**src/rtl/fir_decim_buf.sv**
```systemverilog
// Decimating output buffer for the FIR filter path.
// Keeps every DECIM-th valid sample (first one after reset included) and
// queues it in a small first-word-fall-through FIFO for the downstream consumer.
// A kept sample that finds the buffer full is dropped and latches overflow.
module fir_decim_buf #(
  parameter int DW    = 16,
  parameter int DECIM = 4,
  parameter int DEPTH = 4
) (
  input  logic                       clk,
  input  logic                       rst,
  input  logic                       in_valid,
  input  logic [DW-1:0]              x_in,
  output logic [DW-1:0]              out_data,
  output logic                       out_valid,
  input  logic                       out_ready,
  output logic [$clog2(DEPTH+1)-1:0] count,
  output logic                       overflow
);

  localparam int PW = (DECIM > 1) ? $clog2(DECIM) : 1;
  localparam int AW = $clog2(DEPTH);
  localparam int CW = $clog2(DEPTH + 1);

  logic [PW-1:0] phase;
  logic [AW-1:0] wr_ptr;
  logic [AW-1:0] rd_ptr;
  logic [DW-1:0] mem [DEPTH];
  logic          keep;
  logic          full;
  logic          push;
  logic          pop;

  assign keep      = in_valid && (phase == '0);
  assign out_valid = (count != '0);
  assign full      = (count == CW'(DEPTH));
  assign pop       = out_valid && out_ready;
  // A pop on the same edge frees the slot, so a full buffer can still accept.
  assign push      = keep && (!full || pop);
  // Storage is not reset, so the head is masked to zero while the buffer is empty.
  assign out_data  = out_valid ? mem[rd_ptr] : '0;

  // Decimation phase: advances on every valid sample, stored or dropped.
  always_ff @(posedge clk or negedge rst) begin
    if (!rst) begin
      phase <= '0;
    end else if (in_valid) begin
      if (phase == PW'(DECIM - 1)) phase <= '0;
      else                         phase <= phase + PW'(1);
    end
  end

  // Sample storage; written only when a kept sample is accepted.
  always_ff @(posedge clk) begin
    if (push) mem[wr_ptr] <= x_in;
  end

  // Pointers wrap naturally since DEPTH is a power of two; occupancy tracks push/pop.
  always_ff @(posedge clk or negedge rst) begin
    if (!rst) begin
      wr_ptr <= '0;
      rd_ptr <= '0;
      count  <= '0;
    end else begin
      if (push) wr_ptr <= wr_ptr + AW'(1);
      if (pop)  rd_ptr <= rd_ptr + AW'(1);
      case ({push, pop})
        2'b10:   count <= count + CW'(1);
        2'b01:   count <= count - CW'(1);
        default: count <= count;
      endcase
    end
  end

  // Sticky overflow: a kept sample lost because the buffer stayed full.
  always_ff @(posedge clk or negedge rst) begin
    if (!rst)                     overflow <= 1'b0;
    else if (keep && full && !pop) overflow <= 1'b1;
  end

endmodule
```
**config.mk**
```make
export PLATFORM = sky130hd
export DESIGN_NAME = fir_decim_buf
export DESIGN_NICKNAME = d
export VERILOG_FILES = /design/src/rtl/fir_decim_buf.sv
export SDC_FILE = /design/constraint.sdc
export NUM_CORES = 1
export LEC_CHECK = 0
export CORE_ASPECT_RATIO = 1.25
export CORE_MARGIN = 2
export CORE_UTILIZATION = 55
export DETAILED_ROUTE_END_ITERATION = 6
export HOLD_SLACK_MARGIN = 0.02
export PLACE_DENSITY = 0.85
export SKIP_CTS_REPAIR_TIMING = 1
export SLEW_MARGIN = 20
export SYNTH_ARGS = -nofsm -noshare
export SYNTH_HDL_FRONTEND = slang
export SYNTH_SLANG_ARGS = --single-unit
```
**constraint.sdc**
```tcl
create_clock -name clk -period 4.3 [get_ports clk]
set_input_delay 0.43 -clock clk [delete_from_list [all_inputs] [get_ports clk]]
set_output_delay 0.43 -clock clk [all_outputs]
set_load 0.02 [all_outputs]
```
==> impl_metrics.tcl <==
set metrics [dict create \
    final_cells 268 \
    leakage_nw 1.274 \
    synth_cell_types 22 \
    async_reset_ff_frac 0.1351 \
    routed_wl_mm 5.272 \
    total_power_mw 2.498 \
    r2r_start "count[1]" \
    ant_nets 0 \
    grt_pass1_vias 1651 \
    p_int_mw 1.678 \
    antenna_cells 0 \
    rsz0062_at_grt "false" \
    yosysWarnings 0 \
    dieArea_um2 6094 \
    numPortBuffers 40 \
    hold_viol_final 0 \
    cts_tree "done" \
    cts_sinks 74 \
    drt_pre_antenna_iters 4 \
    place_inst 252 \
    clockBufferDepth 2 \
    setup_viol 0 \
    drc 0 \
    nets 227 \
    finalMaxSlewViolations 0 \
    grt_usage 0.1884 \
    dieWidth_um 70.23 \
    r2r-end "count[1]" \
    min_path_type "in -> async" \
    pin_count 41 \
    cts_max_level 3 \
    grt_max_degree 20 \
    reg2regPathDepth 6 \
    pre_cts_ws_ns 1.414 \
    syn_inst 154 \
    r2r_slack_ns 1.92 \
    synth_edf_count 64 \
    cts_inserted_buffers 9 \
    grt_pass1_wl_mm 8.197 \
    syn_area_um2 3015 \
    synth.most_common_cell "edfxtp_1" \
    cp.arrival_ns 2.75 \
    start_util 0.5618 \
    synthFlopType "edfxtp_1" \
    skew_ns 0.007377 \
    slew_headroom 0.3272 \
    startpoint "rd_ptr[0]" \
    power_density_nw_per_um2 686.2 \
    outcome "complete, no violations" \
    die_y_um 86.79 \
    drive_gt1_frac 0.1225 \
    yosysTopAreaCell "edfxtp_1" \
    wl_per_cell_um 19.67 \
    antenna_found_initial 0 \
    fmax_mhz 314.6 \
    cts-root-buf "clkbuf_8" \
    period_share 0.7391 \
    gp_congestion 0.6891 \
    synth_area_leaders "edfxtp_1 64%, dfrtp_1 8.3%, mux4_1 7.0%, mux4_2 6.0%, and2_1 4.4%" \
    fp-row-count 30 \
    cp_max_fo 18 \
    first_iter_violations 133 \
    clock_latency_ns 0.34 \
    drv_cap 0 \
    min_period_ns 3.178 \
    synthTopCellsByCount "64 x edfxtp_1, 21 x and2_1, 10 x dfrtp_1" \
    synth_top_area_frac 0.6373 \
    vdd_drop_max_uv 427.2 \
    combPwrFrac 0.377 \
    avgSynthCellArea_um2 19.58 \
    worstSetupPathType "reg -> out" \
    cp-start-kind "flip-flop" \
    p_clk_frac 0.209 \
    sequentialPowerShare 0.414 \
    coreArea_um2 5368 \
    syn2layout_area_growth_pct 20.71 \
    hpwl_mm 3.373 \
    ys_seq_area_frac 0.7203 \
    ys_ff_latch 74 \
    overflow 0 \
    swShare 0.3280 \
    critPathRequiredTime_ns 3.87 \
    switchingPower_mw 0.8191 \
    fin_ws_ns 1.122 \
    path_clk_slew_ns 0.07 \
    worstMarginPinSlew_ns 1.009 \
    finish.utilization 0.6781 \
    synth_nets 182 \
    vias 1527 \
    vias_per_cell 5.698 \
    worstSetupEndpointType "primary output" \
    fin_tns_setup_ns 0 \
]
==> worst max-delay path, stage by stage (launching register included) <==
cell and delay [ns]:
dfrtp_1 1.01, mux4_1 0.67, and2_1 0.18, clkdlybuf4s50_1 0.55
==> layout by cell type, fill, tap and decap left out <==
cell type	n
nor4b_1	1
dfrtp_1	10
mux4_2	8
bufinv_16	1
or3_1	1
and2_1	21
clkinvlp_4	3
o21ai_0	3
clkdlybuf4s50_1	40
mux4_1	8
xnor2_1	3
nand3_1	1
a31o_2	1
nor2_1	3
clkbuf_1	1
ha_1	7
xor2_1	3
nand2_1	4
fa_1	1
edfxtp_1	64
clkbuf_8	9
clkinv_2	1
inv_1	8
inv_6	1
mux2_2	1
==> power by group through the flow <==
stage	Clock (mW)	Combinational (mW)	Sequential [mW]
floorplan	0	0.641	0.982
global placement	0	0.905	1.04
detailed placement	0	0.949	1.05
CTS	0.531	0.954	1.04
global route	0.554	1.00	1.06
finish	0.521	0.942	1.03
==> registers in the layout (all words and copies together), names as in the netlist <==
register and count:
phase 2, wr_ptr 2, mem 64, overflow 1
count 3, rd_ptr 2
==> stage by stage <==
stage	hold WS, ns	area, um^2
after floorplan	0.1344	3015
after global placement	0.4583	3446
after detailed placement	0.4701	3446
after CTS	0.4127	3640
after global routing	0.4477	3640
final	0.4241	3640
==> per-layer routing <==
metal	GRT usage	up-vias	wire length, um
met5	0	-	0
li1	-	682	-
met2	0.3551	67	2967
met1	0.1997	771	1944
met3	0.04535	7	304
met4	0.07867	0	56
==> layout make-up <==
| class | count | area (um^2) |
|---|---|---|
| Tap cell | 64 | 80.08 |
| Sequential cell | 74 | 2172 |
| Multi-Input combinational cell | 66 | 763.2 |
| Clock buffer | 10 | 127.6 |
| Clock inverter | 6 | 66.31 |
| Timing Repair Buffer | 40 | 400.4 |
| Fill cell | 344 | 1728 |
| Inverter | 8 | 30.03 |
==> cells by family (layout without fill, tap and decap cells) <==
| kind of cell | count (synthesis) | in the layout | synth area share |
|---|---|---|---|
| compound gates | 4 | 4 | 0.007883 |
| mux | 17 | 17 | 0.1332 |
| fa+ha+maj | 8 | 8 | 0.03568 |
| simple gates | 31 | 31 | 0.05892 |
| xor+xnor | 6 | 6 | 0.01743 |
| buf+inv | 14 | 64 | 0.02655 |
| flops | 74 | 74 | 0.7203 |
==> how the worst max path moves through the flow <==
stage	slack, ns	end	depth (start not counted)
global placement	1.50	out_data[2]	3
floorplan	2.17	count[2]	9
finish	1.12	out_data[2]	3
detailed placement	1.41	out_data[2]	3
global route	0.97	out_data[2]	3
CTS	1.03	out_data[2]	3
Power figures use the tool's default switching activity.
